### src/rtl/tm_run_controller.sv
// Run sequencer for the tape-based Turing machine: load, paced run, halt/timeout, scroll-out.
// Optional SINGLE_STEP_EN: in RUN each Next press issues one step and Done aborts to SHOW.
module tm_run_controller #(
    parameter int unsigned DATA_W    = 7,
    parameter int unsigned TAPE_LEN  = 128,
    parameter int unsigned STEP_DIV  = 4,
    parameter int unsigned MAX_STEPS = 4096,
    localparam int unsigned ADDR_W   = $clog2(TAPE_LEN)
) (
    input  logic              clock,
    input  logic              reset,
    input  logic              next_in,
    input  logic              done_in,
    input  logic [DATA_W-1:0] input_data,
    input  logic              tm_halt,
    output logic              tape_we,
    output logic [ADDR_W-1:0] tape_addr,
    output logic [DATA_W-1:0] tape_wdata,
    output logic              tm_start,
    output logic              tm_step,
    output logic [1:0]        state,
    output logic [15:0]       step_count,
    output logic [ADDR_W:0]   load_len,
    output logic              compute_done,
    output logic              timeout
);

    localparam int unsigned DIV_W = $clog2(STEP_DIV);

    typedef enum logic [1:0] {
        ST_LOAD = 2'd0,
        ST_RUN  = 2'd1,
        ST_SHOW = 2'd2
    } state_t;

    state_t             cur_state, state_d;
    logic               next_prev, done_prev;
    logic               rise_next, rise_done;
    logic [ADDR_W:0]    ptr, ptr_d;
    logic [DIV_W-1:0]   div, div_d;
    logic               we_d, start_d, step_d, cdone_d, tout_d;
    logic [ADDR_W-1:0]  addr_d;
    logic [DATA_W-1:0]  wdata_d;
    logic [15:0]        cnt_d, cnt_inc;
    logic [ADDR_W:0]    len_d;

    assign rise_next = next_in & ~next_prev;
    assign rise_done = done_in & ~done_prev;
    assign cnt_inc   = (step_count == 16'hFFFF) ? step_count : step_count + 16'd1;
    assign state     = cur_state;

    always_ff @(posedge clock or posedge reset) begin
        if (reset) begin
            cur_state    <= ST_LOAD;
            next_prev    <= 1'b1;
            done_prev    <= 1'b1;
            ptr          <= '0;
            div          <= '0;
            tape_we      <= 1'b0;
            tape_addr    <= '0;
            tape_wdata   <= '0;
            tm_start     <= 1'b0;
            tm_step      <= 1'b0;
            step_count   <= '0;
            load_len     <= '0;
            compute_done <= 1'b0;
            timeout      <= 1'b0;
        end else begin
            cur_state    <= state_d;
            next_prev    <= next_in;
            done_prev    <= done_in;
            ptr          <= ptr_d;
            div          <= div_d;
            tape_we      <= we_d;
            tape_addr    <= addr_d;
            tape_wdata   <= wdata_d;
            tm_start     <= start_d;
            tm_step      <= step_d;
            step_count   <= cnt_d;
            load_len     <= len_d;
            compute_done <= cdone_d;
            timeout      <= tout_d;
        end
    end

    always_comb begin
        state_d = cur_state;
        ptr_d   = ptr;
        div_d   = div;
        we_d    = 1'b0;
        addr_d  = tape_addr;
        wdata_d = tape_wdata;
        start_d = 1'b0;
        step_d  = 1'b0;
        cnt_d   = step_count;
        len_d   = load_len;
        cdone_d = compute_done;
        tout_d  = timeout;

        case (cur_state)
            ST_LOAD: begin
                if (rise_done) begin
                    len_d   = ptr;
                    start_d = 1'b1;
                    cnt_d   = '0;
                    div_d   = '0;
                    ptr_d   = '0;
                    addr_d  = '0;
                    cdone_d = 1'b0;
                    tout_d  = 1'b0;
                    state_d = ST_RUN;
                end else if (rise_next && (ptr < (ADDR_W+1)'(TAPE_LEN))) begin
                    we_d    = 1'b1;
                    addr_d  = ptr[ADDR_W-1:0];
                    wdata_d = input_data;
                    ptr_d   = ptr + 1'b1;
                end
            end

            ST_RUN: begin
                addr_d = '0;
                // Priority: halt, then step budget, then stepping source.
                if (tm_halt) begin
                    cdone_d = 1'b1;
                    ptr_d   = '0;
                    state_d = ST_SHOW;
                end else if (step_count == 16'(MAX_STEPS)) begin
                    tout_d  = 1'b1;
                    ptr_d   = '0;
                    state_d = ST_SHOW;
`ifdef SINGLE_STEP_EN
                end else if (rise_done) begin
                    ptr_d   = '0;
                    state_d = ST_SHOW;
                end else if (rise_next) begin
                    step_d  = 1'b1;
                    cnt_d   = cnt_inc;
                end
`else
                end else if (div == DIV_W'(STEP_DIV - 1)) begin
                    div_d   = '0;
                    step_d  = 1'b1;
                    cnt_d   = cnt_inc;
                end else begin
                    div_d   = div + 1'b1;
                end
`endif
            end

            ST_SHOW: begin
                if (rise_done) begin
                    ptr_d   = '0;
                    addr_d  = '0;
                    cdone_d = 1'b0;
                    tout_d  = 1'b0;
                    cnt_d   = '0;
                    state_d = ST_LOAD;
                end else if (rise_next) begin
                    if (ptr == (ADDR_W+1)'(TAPE_LEN - 1))
                        ptr_d = '0;
                    else
                        ptr_d = ptr + 1'b1;
                    addr_d = ptr_d[ADDR_W-1:0];
                end
            end

            default: begin
                state_d = ST_LOAD;
            end
        endcase
    end

endmodule

### config.mk
export PLATFORM = sky130hd
export DESIGN_NAME = tm_run_controller
export DESIGN_NICKNAME = d
export VERILOG_FILES = /design/src/rtl/tm_run_controller.sv
export SDC_FILE = /design/constraint.sdc
export NUM_CORES = 1
export LEC_CHECK = 0
export ABC_AREA = 1
export BUFFER_PORTS_ARGS = -buffer_cell sky130_fd_sc_hd__buf_4
export CAP_MARGIN = 25
export CORE_MARGIN = 5
export CORE_UTILIZATION = 40
export DETAILED_ROUTE_END_ITERATION = 8
export PLACE_DENSITY = 0.65
export SLEW_MARGIN = 20
export SYNTH_ARGS = -nofsm -noshare
export SYNTH_HDL_FRONTEND = slang
export SYNTH_SLANG_ARGS = --single-unit
export TNS_END_PERCENT = 5
### constraint.sdc
create_clock -name clock -period 4.5 [get_ports clock]
set_input_delay 0.9 -clock clock [delete_from_list [all_inputs] [get_ports clock]]
set_output_delay 0.9 -clock clock [all_outputs]
set_load 0.01 [all_outputs]
# After elaboration in Yosys (flattened, before gate mapping)
# Index checks and enable logic that the tools add are counted.
# word_totals
in_bits,12
reg_bits,57
word_cells,99
# classes
n_reduce_logical,15
eq_ne,18
addsub,3
bitwise,5
magnitude_cmp,1
muxes,43
# ops
op,n
16-bit 2-to-1 mux,5
8-bit 2-to-1 mux,7
16-bit one-hot mux with 2 select lines,1
7-bit 2-to-1 mux,4
8-bit one-hot mux with 3 select lines,1
7-bit one-hot mux with 3 select lines,1
16-bit by 1-bit adder with 16-bit output (second input constant),1
16-bit by 13-bit == test with 1-bit output (second input constant),1
16-bit == test (second input constant),1
2-bit inequality test (second input constant),8
2-bit 2-to-1 mux,7
1-bit 2-to-1 mux,13
3-bit AND reduction,4
4-bit AND reduction,3
3-bit inequality test (second input constant),3
8-bit by 1-bit adder with 8-bit output (second input constant),1
8-bit by 7-bit == test with 1-bit output (second input constant),1
8-bit < comparator (second input constant),1
2-bit one-hot mux with 3 select lines,1
6-bit AND reduction,1
2-bit == test (second input constant),2
1-bit one-hot mux with 2 select lines,2
2-bit one-hot mux with 2 select lines,1
2-bit nonzero test,2
10 further kinds,13

# Logic depth before layout (Yosys ltp)
# depth
ltp_word,6
ltp_mapped,12
depth_no_buf,11

# Worst setup path after synthesis
# Ideal clock, no wire load.
# synth_path
path_type,input -> register
startpoint,input done_in
endpoint,register load_len[2]
setup_time_ns,0.130
t_required_ns,4.370
path_stages,9
arrival_ns,1.735
path_slack_ns,2.635
path_cell_list,inv_1 -> nor2_2 -> buf_4 -> inv_2 -> nor2_2 -> inv_2 -> clkbuf_1 -> nand2_1 -> o21ai_1
# synth_via
elab_chain_len,2
# synth_lines
element,line_no,source
start: declaration,13,"input logic done_in,"
1-bit bitwise AND,48,assign rise_done = done_in & ~done_prev;
2-bit AND reduction (no line),-,
end signal: assignment,80,load_len <= len_d;
end: declaration,23,"output logic [ADDR_W:0] load_len,"
# Every way passes these cells.
# A chain may end at the register's enable or synchronous reset.

# Worst setup path in the final report
# layout_path
startpoint,register cur_state[0] (netlist: state[0])
endpoint,register tape_wdata[6]
# layout_via
elab_chain_len,2
# layout_lines
element,line_no,source
start: declaration,36,"state_t cur_state, state_d;"
start signal: assignment,69,cur_state <= state_d;
2-bit zero test,100,case (cur_state)
3-bit AND reduction (no line),-,
end signal: assignment,76,tape_wdata <= wdata_d;
end: declaration,18,"output logic [DATA_W-1:0] tape_wdata,"
# Every way passes these cells.

==> key figures <==
STA
  – Max Transition Viols Final: 0
  – RSZ-0062 raised after global routing: no
  – Period utilisation layout: 0.4601
  – Worst slew margin relative to its limit: 0.5854
  – Setup-failing EPs final: 0
  – Crit path time final: 2.070 ns
  – Sum Neg Setup Slack: 0 ns
  – Worst clock skew: 0.006186 ns
  – Worst-Margin Slew: 0.6210 ns
  – Final Hold Fails: 0
  – Fmax: 0.4830 GHz

Floorplan
  – I/O pin cnt: 57
  – Row Count: 33
  – Die Ht: 101.0 µm
  – Die width: 101.0 µm
  – Die area: 10210 µm²
  – Initial Util: 0.4076
  – Core Area: a little over 8000 µm²

Global route
  – Total grt overflow: 0
  – Initial antenna violation count: 0
  – Tot GR Track Use: 0.1834
  – Number of global-route vias before repair: roughly 3100
  – First-pass GRT wire length: 14.72 mm
  – Largest net degree at the start of global routing: 30

Yosys
  – Synth top cells by count: 158 x nand2_1, 70 x nor2_1, 55 x dfrtp_1
  – Share of the synthesized area in the top cell type: 0.4151
  – Flops & latches, synth: 57
  – Cell variety after synth: 33
  – Largest cells by area after synthesis: dfrtp_1 42%, nand2_1 18%, nor2_1 7.9%
  – Cell with the most instances after synthesis: nand2_1
  – Syn_nets: 489
  – Largest area contributor in the netlist: dfrtp_1
  – Syn_area_per_cell: 7.070 µm²
  – Synth warn: 0
  – Primary FF master, synth: dfrtp_1
  – Cell Area, Synth: roughly 3300 µm²
  – Post-synth ARST share: 1.000
  – Register area share after synthesis: 0.4309
  – Synthesized instance count: around 470
  – Number of synthesized flops with an enable pin: 0

Placement
  – I/O Buffers: 56
  – Post-DP HPWL: 6.217 mm
  – Placer Congestion: 0.9052
  – Post-Place Cells: 620

Drt
  – Post-DRT Antenna Nets: 0
  – Via count: 3163
  – WL per Instance: 13.40 µm
  – Drt drc: 0
  – DRT iter0 DRCs: 152
  – Detailed Routing Iterations Pass 1: 4
  – Vias per inst: 4.973
  – Routed WL: 8.524 mm

Worst setup path
  – CP Launch Type: register
  – FF-to-FF Start: state[0]
  – Crit. End Element: register
  – Worst Setup Path Type: register to register
  – Worst reg2reg path depth: 8
  – Arr. time, crit path: 2.35 ns
  – CP Max Fanout: 8
  – Critical Path RT: about 4.8 ns
  – Worst r2r dst: tape_wdata[6]
  – Reg2reg setup slack: 2.43 ns

Finish
  – Syn-to-layout area delta: 21.32%
  – Multi-input logic area: 1612 µm²
  – Layout Cells excl Fill: 636
  – Fin util: 0.4945
  – Register area: 1429 µm²
  – FILL cells: 810
  – Antenna cell count: 0
  – Share of cells above drive strength 1: 0.1846
  – Layout Nets: 546

Min path
  – HP Class: register to register
  – Worst hold start: tape_wdata[2]
  – Hold Path End: tape_wdata[2]
  – Hold path depth: 2

Clock tree
  – Clock Tree Buf Depth: 2
  – Htree depth: 3
  – CTS root buf: clkbuf_8
  – TritonCTS clock tree: built
  – Clock sinks: 57
  – Clk slew on worst S/H paths: 0.07 ns
  – Post CTS Setup Buffer Count: 0
  – CTS Hold Bufs: 0
  – Worst skew pair latency: 0.34 ns
  – Post-CTS sizing: 0
  – CTS Buf Count: 9

Power
  – Static leakage: about 2.1 nW
  – Final Power: between 2 and 2.5 mW
  – Worst vdd ir: 304.9 µV
  – PwrDens: ~560 nW/µm²

Status
  – Status: complete, no violations

Job
  – Max-Cap Viols: 0
-- per-layer routing --
layer | track usage | vias to the layer above | share of wire
met4 | 0.09816 | 0 | 0.026
met2 | 0.2867 | 82 | 0.46
met3 | 0.04083 | 15 | 0.050
met5 | 0 | - | 0
li1 | - | 1593 | -
met1 | 0.2352 | 1473 | 0.46
-- worst max path at each step --
stage	from	end	slack, ns	cells past startpoint
after floorplan	reset	compute_done	2.20	1
after global placement	done_in	tape_wdata[3]	2.19	8
after detailed placement	done_in	tape_wdata[5]	2.17	8
after CTS	state[0]	tape_wdata[5]	2.39	8
after global routing	state[0]	tape_wdata[4]	2.19	8
final	state[0]	tape_wdata[6]	2.43	8
-- cells in the final DEF, fill, tap and decap left out, types with 2 or more instances in the layout --
cell       count
nor3_1         7
dfstp_2        2
o21ai_0        3
dfrtp_1       55
bufinv_16      2
buf_4         57
o21ai_1       15
nor2_2         4
nand3_2        2
o31ai_1        2
clkinv_2       2
a21oi_1       11
nor2_1        70
nand2_2        2
nand2_1      158
inv_2          9
a31oi_1        4
ha_1           8
nand3_1       45
clkbuf_8      10
inv_1         45
nand4_1        6
-- layout make-up --
cell class / count / share of cell area
clock inverter: 5 / 0.01960
inverter: 54 / 0.05039
clock buffer: 11 / 0.03515
timing repair buffer: 57 / 0.1064
tap: 105 / 0.03266
sequential: 57 / 0.3552
multi-input combinational: 347 / 0.4006
-- stage by stage --
stage	worst slack [ns]	hold slack, ns	cell area (µm²)
2_1_floorplan	2.204	0.4459	3316
3_3_place_gp	2.190	0.4665	3802
3_5_place_dp	2.172	0.4684	3802
4_1_cts	2.388	0.4876	4023
5_1_grt	2.193	0.5168	4023
6_report	2.430	0.4829	4023
-- critical path: stages, from the launching register on --
cell and delay, ns:
dfrtp_1 0.44, inv_1 0.22, ha_1 0.34, inv_2 0.09, nor2_1 0.20, nand3_1 0.33, inv_2 0.24, nand2_1 0.07
nand2_1 0.06
-- state kept, by name, indices dropped and copies added, names as in the netlist, 2 cells and up --
register	count
state	2
tape_wdata	7
load_len	8
step_count	16
ptr	8
tape_addr	7
div	2
-- where the power goes --
part | internal [mW] | switching (mW) | leakage [nW]
Sequential | 0.638 | 0.104 | 0.752
Clock | 0.326 | 0.210 | 0.113
Combinational | 0.347 | 0.621 | 1.25
Total | 1.31 | 0.935 | 2.12
-- cells by family (layout without fill, tap and decap cells) --
| kind of cell | after synthesis | count (layout) | share of synthesized area |
|---|---|---|---|
| and+or+nand+nor | 302 | 302 | 0.3925 |
| buffers and inverters | 65 | 127 | 0.08302 |
| DFF | 57 | 57 | 0.4309 |
| AOI/OAI and AO/OA | 37 | 37 | 0.06339 |
| adders and majority gates | 8 | 8 | 0.03019 |
(Power assumes the default switching activity.)
